File: config.mk
export PLATFORM = sky130hd
export DESIGN_NAME = render_frame_sched
export DESIGN_NICKNAME = d
export VERILOG_FILES = /design/src/rtl/render_frame_sched.sv
export SDC_FILE = /design/constraint.sdc
export NUM_CORES = 1
export LEC_CHECK = 0
export ABC_AREA = 1
export BUFFER_PORTS_ARGS = -buffer_cell sky130_fd_sc_hd__clkbuf_2
export CORE_ASPECT_RATIO = 1.5
export CORE_MARGIN = 4
export CORE_UTILIZATION = 25
export DETAILED_ROUTE_END_ITERATION = 10
export PLACE_DENSITY_LB_ADDON = 0.2
export SYNTH_ARGS = -nofsm -noshare
export SYNTH_HDL_FRONTEND = slang
export SYNTH_SLANG_ARGS = --single-unit
File: constraint.sdc
create_clock -name clk -period 1.7 [get_ports clk]
set_input_delay 0.085 -clock clk [delete_from_list [all_inputs] [get_ports clk]]
set_output_delay 0.085 -clock clk [all_outputs]
set_load 0.02 [all_outputs]
File: src/rtl/render_frame_sched.sv
// render_frame_sched: per-frame sequencer that latches a stable pose, counts rendered pixels
// and swaps the double-buffered frame store on vsync.
module render_frame_sched #(
    parameter int          H_DISP  = 480,
    parameter int          V_DISP  = 272,
    parameter logic [23:0] TIMEOUT = 24'd4000000
) (
    input  logic        clk,
    input  logic        rst_n,
    input  logic        enable,
    input  logic        vsync,
    input  logic        pose_valid,
    input  logic [16:0] pos_x_in,
    input  logic [16:0] pos_y_in,
    input  logic [16:0] pos_z_in,
    input  logic [15:0] angle_x_in,
    input  logic [15:0] angle_y_in,
    input  logic        pix_valid,
    output logic [16:0] p_pos_x,
    output logic [16:0] p_pos_y,
    output logic [16:0] p_pos_z,
    output logic [15:0] p_angle_x,
    output logic [15:0] p_angle_y,
    output logic        render_start,
    output logic        busy,
    output logic        frame_done,
    output logic        wr_bank,
    output logic        disp_bank,
    output logic [15:0] frame_cnt,
    output logic        err_timeout,
    output logic        err_overrun
);
    localparam logic [1:0] IDLE      = 2'd0;
    localparam logic [1:0] RENDER    = 2'd1;
    localparam logic [1:0] SWAP_WAIT = 2'd2;
    localparam logic [19:0] LAST_PIX = 20'(H_DISP * V_DISP - 1);

    logic [1:0]  state;
    logic        vsync_d, completed;
    logic [19:0] pix_cnt;
    logic [23:0] to_cnt;
    logic [16:0] sh_x, sh_y, sh_z;
    logic [15:0] sh_ax, sh_ay;
    logic        vs_rise, start;

    assign vs_rise   = vsync & ~vsync_d;
    assign start     = vs_rise & enable & (state == IDLE || state == SWAP_WAIT);
    assign busy      = state == RENDER;
    assign disp_bank = ~wr_bank;

    always_ff @(posedge clk or negedge rst_n) begin
        if (!rst_n) begin
            state        <= IDLE;
            vsync_d      <= 1'b0;
            completed    <= 1'b0;
            pix_cnt      <= '0;
            to_cnt       <= '0;
            {sh_x, sh_y, sh_z, sh_ax, sh_ay} <= '0;
            {p_pos_x, p_pos_y, p_pos_z, p_angle_x, p_angle_y} <= '0;
            render_start <= 1'b0;
            frame_done   <= 1'b0;
            wr_bank      <= 1'b0;
            frame_cnt    <= '0;
            err_timeout  <= 1'b0;
            err_overrun  <= 1'b0;
        end else begin
            vsync_d      <= vsync;
            render_start <= 1'b0;
            frame_done   <= 1'b0;
            if (pose_valid)
                {sh_x, sh_y, sh_z, sh_ax, sh_ay} <= {pos_x_in, pos_y_in, pos_z_in, angle_x_in, angle_y_in};
            case (state)
                RENDER: begin
                    to_cnt <= to_cnt + 24'd1;
                    if (pix_valid)
                        pix_cnt <= pix_cnt + 20'd1;
                    if (pix_valid && pix_cnt == LAST_PIX) begin
                        frame_done <= 1'b1;
                        completed  <= 1'b1;
                        state      <= SWAP_WAIT;
                    end else if (to_cnt == TIMEOUT - 24'd1) begin
                        err_timeout <= 1'b1;
                        completed   <= 1'b0;
                        state       <= SWAP_WAIT;
                    end
                end
                SWAP_WAIT: begin
                    if (pix_valid)
                        err_overrun <= 1'b1;
                    if (vs_rise) begin
                        if (completed) begin
                            wr_bank   <= ~wr_bank;
                            frame_cnt <= frame_cnt + 16'd1;
                        end
                        state <= IDLE;
                    end
                end
                default: state <= IDLE;
            endcase
            // a start overrides the state chosen above, giving back-to-back frames out of SWAP_WAIT
            if (start) begin
                {p_pos_x, p_pos_y, p_pos_z, p_angle_x, p_angle_y} <= pose_valid ?
                    {pos_x_in, pos_y_in, pos_z_in, angle_x_in, angle_y_in} :
                    {sh_x, sh_y, sh_z, sh_ax, sh_ay};
                render_start <= 1'b1;
                pix_cnt      <= '0;
                to_cnt       <= '0;
                state        <= RENDER;
            end
        end
    end
endmodule

==> flow_summary.toml, run 1 <==
[status]
status = "finished clean"

[cts]
cts_tree = "built"
cts_root_buf = "clkbuf_16"
clk_path_buf_depth = 3
worst_skew_pair.late_latency_ps = 560
numCtsBuffers = 27
cts_num_sinks = 235
cts_max_level = 1
clk_pin_slew_ps = 60

[yosys]
syn-cell-area_um2 = 9960
synth_cell_type_count = 40
synth_seq_area_share = 0.590
syn_avg_cell_area_um2 = 9.62
synth-seq-cells = 235
async_reset_ff_frac = 1.00
yosys_most_used_dff = "dfrtp_1"
yosysWarningCount = 0
netlist_instances = 1036
synth_edf_count = 0
synthesis.nets = 1128

[timing]
fmax_ghz = 0.630
skew_ps = 12.5
hold_viol_final = 0
slew_viol_final = 0
setup_violations = 0
period_share = 0.933
period_minus_slack_ps = 1590
slew_headroom = 0.719
worst_pin_slew_ps = 420

[critical_path]
endpoint_kind = "output pin"
worstSetupPathType = "reg2out"
crit_fanout = 5
crit_path_start_kind = "flop"
worstPathRequired_ps = 1620
path_cells = "inv_1, nor2_4, buf_4, clkbuf_2"
crit_buf_inv = 3
cpMaxStageDelayCell = "dfrtp_1"
slowest_delay_ps = 410
crit_start = "state[0]"
rr_startpoint = "state[0]"
cp.arrival_ps = 1500
critPathTopFamily = "buffers and inverters"

[routing]
vias = 7964
wirelength_um = 27700
wl_per_cell_um = 14.8
maxUsedRoutingLayer = "met4"
wl_met1_um = 10500
drt-pass1-iter-count = 6
viasPerCell = 4.27
met3_length_um = 1340
drt_iter0_drc = 334
remaining_drc_errors = 0
ant_nets = 0
wl_met2_um = 14900

[floorplanning]
io_pins = 195
rows = 89
fp.dieW_um = 171
core_area_um2 = 39400
initial_utilization = 0.253
die_h_um = 252
die-area_um2 = 43200

[power]
ir_drop_uv = 711
power.density_nw_per_um2 = 1290
p_leak_nw = 6.85

[global_route]
track_usage = 0.128
grt_pass1_vias = 8230
grt_overflow = 0
antenna_found_initial = 0
grt_pass1_wl_um = 44800
grt_max_degree = 53

[place]
numPlacedInstances = 1724
place_hpwl_um = 19000
portBuffers = 194
place.gp.congestion = 0.784

[layout]
stdcell_count = 1867
drive_gt1_frac = 0.285
final_util = 0.346
nNetsFinal = 1440
area_delta_synth_final_pct = 37.0
diodes = 0
fillers = 4122

[flow_run]
maxCapViolCount = 0

[min_path]
hold_start = "pose_valid"
min_path_type = "in2reg"
## layout by cell type, fill, tap and decap left out, types with 9 or more instances in the layout
cell             n
a21oi_1         22
buf_12          11
buf_4           25
clkbuf_16       27
clkbuf_2       192
dfrtp_1        235
dlygate4sd3_1   87
inv_1           60
mux2_2          83
nand2_1        395
nand3_1         29
nand4_1         13
nor2_1          79
nor3_1           9
o21ai_0         16
## report_power, final
group          switching [W]  total, W  leakage (nW)  internal, W
combinational        0.00245   0.00393          3.45      0.00148
clock                0.00246   0.00629         0.473      0.00383
sequential          0.000648   0.00733          2.92      0.00668
total                0.00555    0.0175          6.85       0.0120
## final timing paths
kind / endpoint / slack [ps] / depth (start not counted)
setup / recovery: busy / 110 / 4
setup reg to reg: pix_cnt[10] / 150 / 9
hold reg to reg: err_overrun / 470 / 1
min in group asynchronous: to_cnt[6] / 490 / 3
hold / removal: sh_ax[3] / 40 / 2
max in group asynchronous: p_angle_x[13] / 710 / 4
## Yosys cell counts (all sizes together) (2+ instances only)
cell type,count,area (um2)
mux2,83,935
a2bb2oi,2,17.5
nand4,14,93.8
ha,3,37.5
nand3b,4,30.0
dfrtp,235,5880
a21oi,22,110
o21ai,19,98.9
buf,29,168
nor3,11,65.1
o21bai,2,15.0
clkbuf,4,15.0
nand3,32,178
a31oi,2,12.5
xor2,4,35.0
nor2,92,393
inv,63,236
nand2,403,1540
a21o,2,15.0
xnor2,4,35.0
## registers in the layout, summed over array words and instances, names as in the netlist, 16 cells and up
register / cells
p_pos_x: 17
p_pos_y: 17
sh_ay: 16
to_cnt: 24
frame_cnt: 16
p_angle_x: 16
p_pos_z: 17
p_angle_y: 16
sh_ax: 16
sh_x: 17
sh_y: 17
pix_cnt: 20
sh_z: 17
## per-layer routing
layer  global-route usage  up-vias
met5                    0        -
met4               0.0448        0
met3               0.0227       55
met2                0.233      177
met1                0.150     3818
li1                     -     3914
## per-stage QoR
step                      power, W  cell area [um2]  hold slack (ps)  setup TNS, ps  setup slack [ps]
final                       0.0175            13700             41.7              0               113
after global routing        0.0186            13700             21.9          -3.64             -3.52
after CTS                   0.0178            13600             7.83              0              76.2
after detailed placement    0.0112            11700            -10.8              0              53.5
after global placement      0.0112            11700            -12.3              0              49.3
after floorplan            0.00954             9960             -211              0               279
## what timing repair did
item / CTS / global route
gates resized for setup: 1 / 7
setup endpoints to repair: 1 / 9
hold buffers: 88 / 0
pin swaps: 1 / 2
buffers inserted: 1 / 6
hold endpoints to repair: 407 / 0
## cells by family after synthesis
logic type                 share of synthesized area
buffers and inverters                         0.0421
muxes                                         0.0938
and+or+nand+nor                                0.232
AOI/OAI and AO/OA                             0.0306
DFF                                            0.590
adders and majority gates                    0.00377
xor gates and xnor gates                     0.00703
## layout make-up
cell class,count,area [um2],area share
flip-flops and latches,235,5880,0.431
inverters,63,236,0.0173
clock buffers,37,783,0.0574
repair buffers,316,2250,0.165
well taps,500,626,0.0458
multi-input cells,705,3700,0.271
clock inverters,11,173,0.0126
No activity file was read; power rests on OpenSTA's default activity.
==> run 2, diff against run 1 <==
--- a/config.mk
+++ b/config.mk
@@ -11,7 +11,8 @@
 export CORE_MARGIN = 4
 export CORE_UTILIZATION = 25
 export DETAILED_ROUTE_END_ITERATION = 10
-export PLACE_DENSITY_LB_ADDON = 0.2
+export PLACE_DENSITY = 0.53
+export REMOVE_ABC_BUFFERS = 1
 export SYNTH_ARGS = -nofsm -noshare
 export SYNTH_HDL_FRONTEND = slang
 export SYNTH_SLANG_ARGS = --single-unit
==> constraint.sdc (replaced) <==
create_clock -name clk -period 1.9 [get_ports clk]
set_input_delay 0.095 -clock clk [delete_from_list [all_inputs] [get_ports clk]]
set_output_delay 0.095 -clock clk [all_outputs]
set_load 0.02 [all_outputs]
==> run 2 against run 1 <==
Clock skew grew 5.8 ps. Setup slack gained 130 ps. First-iteration DRC count shrank 2.4%. Critical endpoint is now pix_cnt[16].
==> flow_summary.toml, run 2 (same netlist as run 1, synthesis figures left out) <==
[cts]
clk_path_buf_depth = 3
holdBufCountCts = 86
clk_pin_slew_ps = 60
worst_skew_pair.late_latency_ps = 540
cts_max_level = 1
cts_resized = 0
cts_setup_buffers = 0
cts_num_sinks = 235
numCtsBuffers = 26
cts_tree = "built"
cts_root_buf = "clkbuf_16"

[floorplanning]
io_pins = 195
core_area_um2 = 39400
rows = 89
initial_utilization = 0.253
fp.dieW_um = 171
die-area_um2 = 43200
die_h_um = 252

[place]
place_hpwl_um = 17200
numPlacedInstances = 1711
place.gp.congestion = 0.816
post-place-ws_ps = 221
portBuffers = 194

[critical_path]
worstPathRequired_ps = 2340
critPathTopFamily = "simple AND/OR/NAND/NOR gates"
worstSetupPathType = "reg2reg"
crit_path_start_kind = "flop"
slowest_delay_ps = 470
crit_start = "pix_cnt[0]"
crit_buf_inv = 0
cp.arrival_ps = 2090
crit_fanout = 8
path_cells = "ha_1, nand3_1, nor2_4, nand3_2, nor2_1, nand2_1, nand2_1, nor2_1"
rr_startpoint = "pix_cnt[0]"
endpoint_kind = "flop"
cpMaxStageDelayCell = "dfrtp_1"

[min_path]
min_path_type = "in2reg"
hold_start = "enable"

[global_route]
grt_max_degree = 78
grt_pass1_wl_um = 42400
track_usage = 0.118
antenna_found_initial = 0
grt_pass1_vias = 8325
grt_overflow = 0

[timing]
rsz0062_at_grt = "no"
period_minus_slack_ps = 1650
slew_headroom = 0.636
tns_ps = 0
skew_ps = 18.4
fmax_ghz = 0.605
setup_violations = 0
worst_pin_slew_ps = 544
slew_viol_final = 0
hold_viol_final = 0
period_share = 0.870
fin_ws_ps = 247

[routing]
wl_per_cell_um = 13.8
remaining_drc_errors = 0
ant_nets = 0
vias = 7902
wirelength_um = 25400
drt_iter0_drc = 326
drt-pass1-iter-count = 4
viasPerCell = 4.28

[layout]
drive_gt1_frac = 0.268
final_common_cell = "nand2_1"
diodes = 0
nNetsFinal = 1417
final_cell_mix = "395 x nand2_1, 235 x dfrtp_1, 192 x clkbuf_2, 86 x dlygate4sd3_1, 83 x mux2_2"
area_delta_synth_final_pct = 34.1
max_flop_register = "to_cnt"
reg_top3 = "to_cnt: 24 flops, pix_cnt: 20 flops"
largest_reg_flops = 24
stdcell_count = 1845

[power]
swShare = 0.316
ir_drop_uv = 799
p_switching_w = 0.00477
pwr-share-seq = 0.435
p_comb_frac = 0.221
power.density_nw_per_um2 = 1130
power.internal_w = 0.0103
p_leak_nw = 6.70
power_frac_clock = 0.344

[status]
status = "finished clean"

[flow_run]
maxCapViolCount = 0
run 2: layout make-up:
| cell class | instances | area [um2] |
|---|---|---|
| fill | 4084 | 26100 |
| sequential | 235 | 5880 |
| multi-input combinational | 705 | 3670 |
| timing repair buffer | 294 | 2060 |
| clock buffer | 40 | 783 |
| tap | 500 | 626 |
| inverter | 63 | 236 |
| clock inverter | 8 | 108 |
run 2: tightest hold or removal path, stage by stage:
cell	delay, ps
clkbuf_2	90
inv_1	50
nor2_1	50
nand2_4	140
nand2_1	60
nand2_1	50
run 2: final timing paths:
path                            endpoint  slack [ps]  depth (start not counted)
setup reg to reg             pix_cnt[16]         250                          8
max in group asynchronous   p_angle_y[4]        1130                          3
setup / recovery             pix_cnt[16]         250                          8
hold reg to reg              err_overrun         480                          1
min in group asynchronous   frame_cnt[2]          70                          2
hold / removal             p_angle_x[14]          40                          6
run 2: per-layer routing:
layer	vias up	routed length [um]	global-route usage
li1	3867	-	-
met1	3794	10400	0.139
met2	196	12800	0.211
met3	45	1560	0.0289
met4	0	676	0.0369
met5	-	0	0
run 2: through the flow:
| stage | instance area, um2 | hold WS (ps) | total power (W) | utilization |
|---|---|---|---|---|
| 3_3_place_gp | 11600 | 46.4 | 0.00986 | 0.295 |
| 3_5_place_dp | 11600 | 44.1 | 0.00992 | 0.295 |
| 6_report | 13400 | 43.9 | 0.0151 | 0.339 |
| 5_1_grt | 13400 | 93.9 | 0.0160 | 0.339 |
| 2_1_floorplan | 9780 | -201 | 0.00847 | - |
| 4_1_cts | 13400 | 22.6 | 0.0154 | 0.339 |
run 2: power by group through the flow:
stage / sequential [W] / combinational, W / clock, W
CTS: 0.00660 / 0.00340 / 0.00542
detailed placement: 0.00666 / 0.00326 / 0
finish: 0.00658 / 0.00334 / 0.00520
floorplan: 0.00733 / 0.00114 / 0
global route: 0.00670 / 0.00371 / 0.00561
global placement: 0.00664 / 0.00322 / 0
==> run 3, diff against run 2 <==
--- a/config.mk
+++ b/config.mk
@@ -11,7 +11,7 @@
 export CORE_MARGIN = 4
 export CORE_UTILIZATION = 25
 export DETAILED_ROUTE_END_ITERATION = 10
-export PLACE_DENSITY = 0.53
+export PLACE_DENSITY = 0.38
 export REMOVE_ABC_BUFFERS = 1
 export SYNTH_ARGS = -nofsm -noshare
 export SYNTH_HDL_FRONTEND = slang
==> run 3 against run 2 <==
Non-clock buffer count up 6. Combinational power is 2% higher. Largest cell class unchanged. Total power down 3.0%. Via count is 1.3% lower. Sequential power shrank 0.6%. Largest power group unchanged. Setup slack better by 8.6 ps. First-iteration DRC count rose by 2.1%. Design area is 0.54% lower. Clock skew down 8.2 ps. Wire length rose by 8.3%. Cell count grew 0.16%. Die area did not move.
==> flow_summary.toml, run 3 (same netlist as run 1, synthesis figures left out) <==
[place]
place_hpwl_um = 18900
place.gp.congestion = 0.748
numPlacedInstances = 1716
portBuffers = 194

[critical_path]
crit_path_start_kind = "flop"
endpoint_kind = "output pin"
worstRegToRegCells = 9
rr_startpoint = "to_cnt[0]"
slowest_delay_ps = 400
crit_buf_inv = 3
worstPathRequired_ps = 1800
cpMaxStageDelayCell = "dfrtp_1"
r2r_setup_slack_ps = 330
worstSetupPathType = "reg2out"
path_cells = "inv_1, nor2_2, buf_4, clkbuf_2"
r2r-end = "completed"
critPathTopFamily = "buffers and inverters"
crit_fanout = 11
cp.arrival_ps = 1550

[layout]
fillers = 4168
largest_reg_flops = 24
diodes = 0
drive_gt1_frac = 0.264
max_flop_register = "to_cnt"
multi_input_area_um2 = 3670
seqCellArea_um2 = 5880
final_cell_mix = "395 x nand2_1, 235 x dfrtp_1, 192 x clkbuf_2, 87 x dlygate4sd3_1, 83 x mux2_2"
reg_top3 = "to_cnt: 24 flops, pix_cnt: 20 flops"
area_delta_synth_final_pct = 33.4
stdcell_count = 1848
final_common_cell = "nand2_1"
nNetsFinal = 1424

[timing]
slew_viol_final = 0
fmax_ghz = 0.608
setup_violations = 0
rsz0062_at_grt = "no"
period_share = 0.866
slew_headroom = 0.696
hold_viol_final = 0
period_minus_slack_ps = 1640
skew_ps = 10.2
worst_pin_slew_ps = 455

[routing]
vias = 7801
drt_iter0_drc = 333
viasPerCell = 4.22
wirelength_um = 27500
remaining_drc_errors = 0
wl_per_cell_um = 14.9
ant_nets = 0
drt-pass1-iter-count = 4

[cts]
cts_resized = 0
clk_pin_slew_ps = 60
clk_path_buf_depth = 3
cts_num_sinks = 235
holdBufCountCts = 87
cts_tree = "built"
cts_max_level = 1
worst_skew_pair.late_latency_ps = 540
cts_root_buf = "clkbuf_16"
numCtsBuffers = 27
cts_setup_buffers = 0

[global_route]
grt_pass1_vias = 8366
grt_max_degree = 68
grt_pass1_wl_um = 45100
antenna_found_initial = 0
track_usage = 0.129
grt_overflow = 0

[power]
ir_drop_uv = 729
power.density_nw_per_um2 = 1100
finalPower_w = 0.0147
p_leak_nw = 6.66

[min_path]
hold_start = "pose_valid"
min_path_type = "in2reg"
min_path_cells = 2
min_to = "sh_ay[3]"

[floorplanning]
die_h_um = 252
die-area_um2 = 43200
core_area_um2 = 39400
fp.dieW_um = 171
io_pins = 195
rows = 89
initial_utilization = 0.253

[status]
status = "finished clean"

[flow_run]
maxCapViolCount = 0
-- run 3: cell types whose count changed in the layout (fill, tap and decap cells not counted) --
| cell | delta |
|---|---|
| clkinvlp_4 | -1 |
| clkinv_2 | -1 |
| clkbuf_16 | +1 |
| clkbuf_1 | +7 |
| clkinv_8 | -1 |
| clkbuf_8 | -6 |
| dlygate4sd3_1 | +1 |
| bufinv_16 | -2 |
| inv_6 | -1 |
| buf_4 | +5 |
| clkinv_4 | +1 |
-- run 3: area by class of cell --
class | count | share of cell area
multi-input cells | 705 | 0.276
well taps | 500 | 0.0471
repair buffers | 300 | 0.159
clock buffers | 42 | 0.0566
clock inverters | 3 | 0.00141
inverters | 63 | 0.0178
flip-flops and latches | 235 | 0.442
-- run 3: power by group --
group          switching, W  total (W)  internal (W)  leakage [nW]
Combinational       0.00213    0.00340       0.00127          3.36
Sequential         0.000556    0.00654       0.00598          2.92
Clock               0.00204    0.00473       0.00269         0.374
Total               0.00473     0.0147       0.00994          6.66
-- run 3: worst max path at each step --
stage	end	startpoint	depth (start not counted)	slack [ps]
final	busy	state[0]	4	260
after detailed placement	completed	pix_cnt[1]	8	310
after floorplan	to_cnt[10]	vsync_d	5	-960
after global placement	pix_cnt[16]	pix_cnt[1]	8	330
after CTS	busy	state[0]	4	200
after global routing	pix_cnt[18]	pix_cnt[1]	8	80
-- run 3: metal layers --
metal | track usage | share of wire | vias to the layer above
met2 | 0.232 | 0.52 | 160
met4 | 0.0333 | 0.017 | 0
met5 | 0 | 0 | -
met3 | 0.0336 | 0.059 | 25
li1 | - | - | 3881
met1 | 0.152 | 0.41 | 3735
-- run 3: stage by stage --
| stage | setup WS [ps] | instance area, um2 | hold slack [ps] | TNS (ps) | util |
|---|---|---|---|---|---|
| after global placement | 326 | 11600 | 65.1 | 0 | 0.295 |
| after CTS | 199 | 13300 | 3.50 | 0 | 0.337 |
| after floorplan | -958 | 9780 | -201 | -85700 | - |
| after global routing | 83.7 | 13300 | 17.3 | 0 | 0.337 |
| after detailed placement | 308 | 11600 | 68.1 | 0 | 0.295 |
| final | 255 | 13300 | 35.2 | 0 | 0.337 |
